[config.mk]
export PLATFORM = sky130hd
export DESIGN_NAME = irq_controller
export DESIGN_NICKNAME = d
export VERILOG_FILES = /design/src/rtl/irq_controller.sv
export SDC_FILE = /design/constraint.sdc
export NUM_CORES = 1
export LEC_CHECK = 0
export ABC_CLOCK_PERIOD_IN_PS = 3480
export BUFFER_PORTS_ARGS = -buffer_cell sky130_fd_sc_hd__buf_4
export CAP_MARGIN = 30
export CORE_ASPECT_RATIO = 1.75
export CORE_MARGIN = 2
export CORE_UTILIZATION = 47
export CTS_CLUSTER_DIAMETER = 80
export DETAILED_ROUTE_END_ITERATION = 7
export PLACE_DENSITY = 0.73
export SLEW_MARGIN = 10
export SYNTH_ARGS = -nofsm -noshare
export SYNTH_HDL_FRONTEND = slang
export SYNTH_SLANG_ARGS = --single-unit
[constraint.sdc]
create_clock -name clock -period 3.48 [get_ports clock]
set_input_delay 0 -clock clock [delete_from_list [all_inputs] [get_ports clock]]
set_output_delay 0 -clock clock [all_outputs]
set_load 0.05 [all_outputs]
[src/rtl/irq_controller.sv]
// rtl/irq_controller.sv - prioritised edge-triggered interrupt controller with register window
module irq_controller #(
  parameter int          N_SRC     = 4,
  parameter logic [15:0] VEC_RESET = 16'h0010
) (
  input  logic             clock,
  input  logic             reset,
  input  logic [N_SRC-1:0] src,
  input  logic             ack,
  input  logic             eoi,
  input  logic             cfg_write,
  input  logic [1:0]       cfg_addr,
  input  logic [15:0]      cfg_wdata,
  output logic [15:0]      cfg_rdata,
  output logic             irq,
  output logic [15:0]      vector
);

  typedef enum logic [1:0] {IDLE, REQ, SERVICE} state_t;

  state_t           state;
  logic [N_SRC-1:0] src_prev;
  logic [N_SRC-1:0] pending;
  logic [N_SRC-1:0] mask;
  logic [15:0]      vec_base;
  logic [1:0]       active_id;

  logic [N_SRC-1:0] rise;
  logic [N_SRC-1:0] eligible;
  logic [N_SRC-1:0] active_onehot;
  logic [N_SRC-1:0] w1c_clear;
  logic [N_SRC-1:0] ack_clear;
  logic             sel_any;
  logic [1:0]       sel_id;
  logic             active_ok;

  assign rise          = src & ~src_prev;
  assign eligible      = pending & mask;
  assign active_onehot = N_SRC'(1) << active_id;
  assign active_ok     = |(eligible & active_onehot);
  assign w1c_clear     = (cfg_write && cfg_addr == 2'd1) ? cfg_wdata[N_SRC-1:0] : '0;
  assign ack_clear     = (state == REQ && ack) ? active_onehot : '0;
  assign sel_any       = |eligible;

  // Lowest enabled pending index wins arbitration.
  always_comb begin
    sel_id = '0;
    for (int i = N_SRC - 1; i >= 0; i--) begin
      if (eligible[i]) sel_id = 2'(i);
    end
  end

  // Register read mux; unused bits read zero.
  always_comb begin
    cfg_rdata = '0;
    case (cfg_addr)
      2'd0: cfg_rdata[N_SRC-1:0] = mask;
      2'd1: cfg_rdata[N_SRC-1:0] = pending;
      2'd2: cfg_rdata = {(state == SERVICE), irq, 12'd0, active_id};
      default: cfg_rdata = vec_base;
    endcase
  end

  // Edge capture, config registers and the IDLE/REQ/SERVICE sequencer.
  always_ff @(posedge clock) begin
    src_prev <= src;
    if (reset) begin
      state     <= IDLE;
      irq       <= 1'b0;
      pending   <= '0;
      mask      <= '0;
      active_id <= '0;
      vec_base  <= VEC_RESET;
      vector    <= VEC_RESET;
    end else begin
      // A new edge beats any clear of the same bit.
      pending <= (pending & ~(w1c_clear | ack_clear)) | rise;
      if (cfg_write && cfg_addr == 2'd0) mask <= cfg_wdata[N_SRC-1:0];
      if (cfg_write && cfg_addr == 2'd3) vec_base <= cfg_wdata;

      case (state)
        IDLE: begin
          if (sel_any) begin
            active_id <= sel_id;
            vector    <= vec_base + {12'd0, sel_id, 2'b00};
            state     <= REQ;
            irq       <= 1'b1;
          end
        end
        REQ: begin
          if (ack) begin
            state <= SERVICE;
            irq   <= 1'b0;
          end else if (!active_ok) begin
            // Source withdrawn by mask or software clear: no handler is owed.
            state <= IDLE;
            irq   <= 1'b0;
          end
        end
        SERVICE: begin
          if (eoi) state <= IDLE;
        end
        default: begin
          state <= IDLE;
          irq   <= 1'b0;
        end
      endcase
    end
  end

endmodule
### Yosys cells after proc, flatten, opt, wreduce, memory -nomap -nowiden

Cells that the tools add are included.
Widths: inputs -> output; s select.

* bits in registers: 49
* latch bits: 0
* bits in writable memories: 0
* ROM bits: 0
* word-level logic and storage cells: 56
* memories kept: 0

* add/subtract/negate cells: 1
* multiply operators: 0
* divide/modulo/power cells: 0
* order comparisons: 0
* eq/ne operators: 8
* shifts and indexed selects: 1
* mux-type cells: 17
* bitwise operators: 9
* reduce and logical (&&, ||, !) cells: 12

Operator list (count)
* $pmux 12 s2: 1
* $add 16x4->16: 1
* $and 4x4->4: 4
* $mux 2: 8
* $pmux 4 s3: 1
* $mux 4: 2
* $not 4->4: 2
* $or 4x4->4: 2
* $reduce_or 4->1: 2
* $eq 2x2->1 const B: 3
* $pmux 2 s3: 1
* $reduce_and 3->1: 2
* $eq 2x1->1 const B: 2
* $logic_and 1x1->1: 4
* $logic_not 2->1: 2
* $ne 2x2->1 const B: 2
* $shl 1x2->4 const A: 1
* $mux 1: 3
* $ne 3x3->1 const B: 1
* $pmux 1 s3: 1
* $reduce_and 2->1: 1
* $reduce_or 2->1: 1
* $not 1->1: 1

### Longest topological paths before layout

Gate-level depths: netlist of run 1.

* depth after elaboration: 7
* gate-level depth with buffers: 9
* gate-level depth less buffers: 9

### Worst setup path before layout of run 1

OpenSTA, ideal clock, no wires.

* kind: register to register
* start: register pending[2]
* end: register vector[14]
* arrival time: 1.841 ns
* required time: 3.394 ns
* setup slack: 1.553 ns
* stages on the path, launching flop included: 10
* path buffers: 0
* clock period less this slack: 1.927 ns
* path through: dfxtp_1 -> nand2_1 -> a32oi_1 -> a21oi_1 -> ha_1 -> fa_1 -> nand4_1 -> nor4_1 -> xnor2_1 -> a211oi_1

* word-level cells in the longest chain between the ends: 5
* elaborated cells on any way between the ends: 7

RTL lines
* start: declaration: line 23 `logic [N_SRC-1:0] pending;`
* start signal: assignment: line 77 `pending <= (pending & ~(w1c_clear | ack_clear)) | rise;`
* $and 4x4->4: line 38 `assign eligible = pending & mask;`
* $mux 2 (3 in series): line 49 `if (eligible[i]) sel_id = 2'(i);`
* named net sel_id[0]: line 34 `logic [1:0] sel_id;`
* $add 16x4->16: line 85 `vector <= vec_base + {12'd0, sel_id, 2'b00};`
* end signal: assignment: line 85
* end: declaration: line 16 `output logic [15:0] vector`

The timed path passes the listed nets, and every way through them passes these cells.
A chain may end at the register's enable or synchronous reset.

### Worst setup path in the final report of run 1

* start: register pending[0]
* end: register vector[15]

* word-level cells in the longest chain between the ends: 3
* elaborated cells on any way between the ends: 5

RTL lines (line)
* $and 4x4->4: 38
* $mux 2: 49
* named net sel_id[1]: 34
* $add 16x4->16: 85

The timed path passes the listed nets, and every way through them passes these cells.

==> impl_metrics.yaml, run 1 <==
synthesis:
  ys_types: 36
  synth_enable_flop_cells: 0
  synth_async_sr_flop_share_pct: 0
  yosys.area.top_type: "dfxtp_1"
  yosys_register_bits: 49
  synth_area_leaders: "dfxtp_1, nand2_1, a21oi_1, xnor2_1, a211oi_1"
  netlist_area_um2: 2243
  synthesis.nets: 298
  synth_warnings: 0
  avgSynthCellArea_um2: 8.371
  syn_inst: 268
  ys_seq_area_share_pct: 43.73
  ys.flop_type: "dfxtp_1"
  netlist.area_leader.share_pct: 43.73
grt:
  met1_usage_pct: 24.51
  grt_pass1_wl_um: 9535
  grt_max_degree: 44
  grt_busiest_layer: "met2"
  use_met2_pct: 44.61
  use_met3_pct: 3.256
  grt_remaining_overflow: 0
  grt_use_total_pct: 22.97
  antenna_found_initial: 0
  grt_pass1_vias: 2013
sta:
  setup-tns-final_ps: 0
  layout_setup_ws_ps: 1309
  rsz0062_at_grt: "no"
  clock_skew_ps: 5.152
  hold_violations: 0
  maxSlewViolCount: 0
  timing.fmax_mhz: 460.6
  slew_headroom_pct: 41.87
  hold_slack_ps: 14.65
  period_share_pct: 62.39
  tightest_slew_ps: 872.0
  finalCriticalPeriod_ps: 2171
  finalSetupViolations: 0
clock_network:
  h-tree-depth: 2
  clock_sinks: 49
  clkTransAtPathRegs_ps: 90
  postCtsSetupRepairBufs: 0
  clock_latency_ps: 300
  cts_resized: 0
  cts_tree: "yes"
  cts_hold_buf: 21
  root_buffer: "clkbuf_8"
  clock_path_buffers: 2
  numCtsBuffers: 5
finish:
  antenna_cells: 0
  final_layout_size_suffix_gt1_share_pct: 20.82
  final_cell_area_um2: 2983
  seq_area_um2: 980.9
  fill_cells: 414
  multi_input_area_um2: 1185
  nets: 370
  area_growth_pct: 32.96
placement:
  pre_cts_ws_ps: 1332
  gp_congestion: 0.9073
  port_buffers: 59
  dp_hpwl_um: 4133
  placed_area_um2: 2693
detailed_routing:
  wl_um: 6030
  drt_iter0_markers: 52
  vias_per_cell: 5.476
  post-route-drc-count: 0
  wl_per_cell_um: 15.34
  drt-pass1-iter-count: 4
  ant_nets: 0
  vias: 2152
power:
  powerDensity_nw_per_um2: 369.4
  power_mw: 1.102
  peakVddDrop_uv: 323.9
  p_leak_nw: 1.165
worst_setup_path:
  crit_required_ps: 3700
  worstSetupEndpointType: "flop"
  arrival_ps: 2390
  path_max_fanout: 6
  start_kind: "flop"
  worstSetupPathType: "flop to flop"
floorplanning:
  row_count: 33
  die_area_um2: 5364
  die_h_um: 95.40
  initial_core_util_pct: 48.51
  core_area_um2: 4624
  die_w_um: 56.23
  io_pins: 60
min_path:
  min_path_type: "primary input to flop"
run_status:
  outcome: "complete, no violations"
flow_run:
  cap_violations: 0
routing by layer:
| metal | up-vias | part of all wire [%] |
|---|---|---|
| li1 | 1075 | - |
| met1 | 990 | 36 |
| met2 | 76 | 57 |
| met3 | 11 | 4.4 |
| met4 | 0 | 2.6 |
| met5 | - | 0 |
kinds of logic (layout without fill, tap and decap cells):
| group | Yosys count | after routing | share of synthesized area (%) |
|---|---|---|---|
| buffers and inverters | 20 | 93 | 3.458 |
| adder cells (fa/ha/maj) | 3 | 3 | 2.008 |
| AND/OR/NAND/NOR | 118 | 118 | 24.60 |
| multiplexers | 10 | 10 | 6.135 |
| XOR/XNOR | 12 | 12 | 4.685 |
| AO/OA/AOI/OAI | 56 | 56 | 15.39 |
| flip-flops | 49 | 49 | 43.73 |
critical path: stages (launching register included):
cell,delay [ps]
dfxtp_1,360
a22o_1,290
a21oi_1,260
ha_1,290
a21oi_1,380
nor4_1,150
xnor2_1,160
a211oi_1,220
cell usage in the layout, fill, tap and decap left out, types with 3 or more instances in the layout:
| cell | instances |
|---|---|
| a211oi_1 | 11 |
| a21oi_1 | 30 |
| and3_1 | 11 |
| buf_4 | 59 |
| clkbuf_1 | 3 |
| clkbuf_8 | 5 |
| dfxtp_1 | 49 |
| dlygate4sd3_1 | 21 |
| inv_1 | 5 |
| mux2i_1 | 7 |
| mux4_2 | 3 |
| nand2_1 | 55 |
| nand2b_1 | 3 |
| nand3_1 | 9 |
| nand4_1 | 3 |
| nor2_1 | 22 |
| nor2b_1 | 3 |
| nor4_1 | 4 |
| o211ai_1 | 3 |
| o21ai_0 | 3 |
| xnor2_1 | 11 |
report_power, final:
| part | internal (mW) | total (mW) | switching (mW) |
|---|---|---|---|
| clock | 0.143 | 0.321 | 0.178 |
| combinational | 0.0759 | 0.178 | 0.102 |
| sequential | 0.582 | 0.602 | 0.0208 |
| total | 0.801 | 1.10 | 0.301 |
final timing paths:
path / startpoint / end / slack [ps] / cells past startpoint
setup / recovery: pending[0] / vector[15] / 1310 / 7
hold / removal: eoi / state[1] / 10 / 4
setup reg to reg: pending[0] / vector[15] / 1310 / 7
hold reg to reg: vector[2] / vector[2] / 460 / 2
area by class of cell:
class,count,area share (%)
Multi-Input combinational cell,199,39.72
Sequential cell,49,32.89
Timing Repair Buffer,80,21.90
Clock buffer,8,2.685
Tap cell,52,2.181
Inverter,5,0.6292
state kept, by name, summed over array words and instances, names as in the netlist:
name,cells
active_id,2
irq,1
mask,4
pending,4
src_prev,4
state,2
vec_base,16
vector,16
cells in the mapped netlist, drive strengths merged, types with 2 or more instances:
| cell | instances |
|---|---|
| nor3b | 2 |
| o211ai | 3 |
| a211oi | 12 |
| nor2 | 22 |
| nand2 | 55 |
| nor3 | 2 |
| clkbuf | 11 |
| nand4 | 3 |
| and3 | 11 |
| nor4 | 4 |
| inv | 5 |
| xnor2 | 11 |
| and3b | 2 |
| a32oi | 2 |
| ha | 2 |
| mux2i | 7 |
| mux4 | 3 |
| nand2b | 3 |
| buf | 4 |
| nand3 | 9 |
| a21oi | 30 |
| nor2b | 3 |
| dfxtp | 49 |
| a22o | 2 |
| o21ai | 4 |
stage by stage:
stage                     std cells  util (%)
final                           393     64.50
after detailed placement        364     58.23
after global routing            393     64.50
after global placement          364     58.23
after floorplan                 268         -
after CTS                       393     64.50
(Power assumes the default switching activity.)
==> run 2: changes to the inputs <==
--- a/config.mk
+++ b/config.mk
@@ -5,7 +5,7 @@
 export SDC_FILE = /design/constraint.sdc
 export NUM_CORES = 1
 export LEC_CHECK = 0
-export ABC_CLOCK_PERIOD_IN_PS = 3480
+export ABC_CLOCK_PERIOD_IN_PS = 1700
 export BUFFER_PORTS_ARGS = -buffer_cell sky130_fd_sc_hd__buf_4
 export CAP_MARGIN = 30
 export CORE_ASPECT_RATIO = 1.75
@@ -13,7 +13,7 @@
 export CORE_UTILIZATION = 47
 export CTS_CLUSTER_DIAMETER = 80
 export DETAILED_ROUTE_END_ITERATION = 7
-export PLACE_DENSITY = 0.73
+export PLACE_DENSITY = 0.75
 export SLEW_MARGIN = 10
 export SYNTH_ARGS = -nofsm -noshare
 export SYNTH_HDL_FRONTEND = slang
==> constraint.sdc (replaced) <==
create_clock -name clock -period 1.7 [get_ports clock]
set_input_delay 0 -clock clock [delete_from_list [all_inputs] [get_ports clock]]
set_output_delay 0 -clock clock [all_outputs]
set_load 0.05 [all_outputs]
==> run 2 against run 1 <==
  * Design area is 14% higher
  * The run now ends with setup timing left
  * Clock power grew to 2.7 times the previous value
  * Hold slack worse by 7.0 ps
  * Combinational power rose by 130%
==> impl_metrics.yaml, run 2 (synthesis gave the netlist of run 1 again) <==
sta:
  timing.fmax_mhz: 501.0
  rsz0062_at_grt: "yes"
  period_share_pct: 117.4
  finalCriticalPeriod_ps: 1996
  hold_violations: 0
  slew_headroom_pct: 66.13
  tightest_slew_ps: 505.8
  layout_setup_ws_ps: -296.2
  clock_skew_ps: 8.756
  maxSlewViolCount: 0
  finalSetupViolations: 12
floorplanning:
  io_pins: 60
  die_area_um2: 5364
  core_area_um2: 4624
  die_h_um: 95.40
  row_count: 33
  die_w_um: 56.23
  initial_core_util_pct: 48.51
finish:
  seq_area_um2: 993.5
  antenna_cells: 0
  final_layout_size_suffix_gt1_share_pct: 35.03
  reg_top3: "vec_base: 16 flops, vector: 16 flops"
  nets: 403
  finish.utilization_pct: 73.27
  final_cell_mix: "buf_4, nand2_1, dfxtp_1"
  layout.cells.non_filler: 426
  fill_cells: 363
  layout_commonest_cell: "buf_4"
  area_growth_pct: 51.03
  multi_input_area_um2: 1282
worst_setup_path:
  cp_num_buf_inv: 0
  worstSetupPathType: "flop to flop"
  crit_required_ps: 1920
  slowest_stage: "dfxtp_2"
  path_max_fanout: 3
  arrival_ps: 2210
  cpLargestDelayFamily: "compound AO/OA/AOI/OAI gates"
  cp_slowest_stage_delay_ps: 330
  start_kind: "flop"
  worstSetupEndpointType: "flop"
  crit_chain: "nand2_2 > a32oi_2 > a21oi_1 > ha_2 > fa_2 > nand4_1 > nor4_2 > xnor2_1 > a211oi_1"
power:
  net-switching-power_uw: 663.2
  peakVddDrop_uv: 635.9
  power.internal_mw: 1.857
  pwr-share-seq_pct: 48.7
  power_frac_clock_pct: 34.7
  powerDensity_nw_per_um2: 743.9
  p_leak_nw: 1.365
  switching_share_pct: 26.31
  comb_power_share_pct: 16.6
grt:
  grt_max_degree: 44
  antenna_found_initial: 0
  use_met3_pct: 3.121
  grt_use_total_pct: 26.16
  grt_pass1_vias: 2279
  use_met2_pct: 51.76
  met1_usage_pct: 26.00
  grt_busiest_layer: "met2"
  grt_remaining_overflow: 0
  grt_pass1_wl_um: 10670
clock_network:
  h-tree-depth: 2
  root_buffer: "clkbuf_8"
  numCtsBuffers: 5
  clock_path_buffers: 2
  clock_sinks: 49
  clkTransAtPathRegs_ps: 90
  clock_latency_ps: 310
  cts_tree: "yes"
detailed_routing:
  vias: 2326
  drt_iter0_markers: 68
  vias_per_cell: 5.460
  wl_per_cell_um: 16.16
  ant_nets: 0
  drt-pass1-iter-count: 4
  wl_um: 6886
  post-route-drc-count: 0
placement:
  dp_hpwl_um: 4625
  gp_congestion: 0.9259
  dp.cells: 390
  port_buffers: 59
run_status:
  violations: "setup timing"
  outcome: "finished, violations left"
min_path:
  min_path_type: "primary input to flop"
flow_run:
  cap_violations: 0
[run 2: final cells by class]
class / count / share of cell area (%)
Multi-Input combinational cell: 199 / 37.85
Inverter: 5 / 0.5539
Tap cell: 52 / 1.920
Timing Repair Buffer: 113 / 26.92
Sequential cell: 49 / 29.32
Clock buffer: 7 / 2.548
Clock inverter: 1 / 0.8863
[run 2: worst register-to-register path: stages, from the launching register on]
cell      delay [ps]
dfxtp_2          330
nand2_2           80
a32oi_2          110
a21oi_1          190
ha_2             230
fa_2             200
nand4_1          140
nor4_2           270
xnor2_1           90
a211oi_1         270
[run 2: power by group through the flow]
stage          clock network (mW)  logic (mW)  registers [mW]
4_1_cts                     0.885       0.410            1.23
2_1_floorplan                   0       0.160            1.30
3_5_place_dp                    0       0.369            1.25
3_3_place_gp                    0       0.365            1.25
5_1_grt                     0.927       0.446            1.23
6_report                    0.874       0.418            1.23
[run 2: what timing repair did]
| action | in CTS | in global routing |
|---|---|---|
| setup buffers | 4 | 4 |
| hold buffers | 21 | 0 |
| endpoints found under the setup margin | 12 | 13 |
| resized for setup | 8 | 15 |
| pin swaps | 10 | 12 |
| hold endpoints to repair | 30 | 0 |
[run 2: final timing paths]
kind,start,to,cells past startpoint,slack [ps]
max,pending[2],vector[14],9,-300
min,eoi,state[1],4,8
max reg2reg,pending[2],vector[14],9,-300
min reg2reg,vector[1],vector[1],2,460
[run 2: stage by stage]
step / setup TNS, ps / hold slack, ps / cell area (um2) / power [mW] / setup slack [ps]
after detailed placement: -2044 / 116.9 / 2918 / 1.620 / -251.4
after global routing: -4124 / 21.71 / 3388 / 2.607 / -436.5
after global placement: -1292 / 114.8 / 2918 / 1.614 / -168.9
final: -2739 / 7.622 / 3388 / 2.521 / -296.2
after CTS: -1881 / 3.327 / 3306 / 2.520 / -233.8
after floorplan: -653.0 / 27.72 / 2273 / 1.460 / -126.6
[run 2: per-layer routing]
layer / up-vias / part of all wire [%]
met5: - / 0
met4: 0 / 3.7
met3: 23 / 4.4
met2: 83 / 56
met1: 1081 / 36
li1: 1139 / -
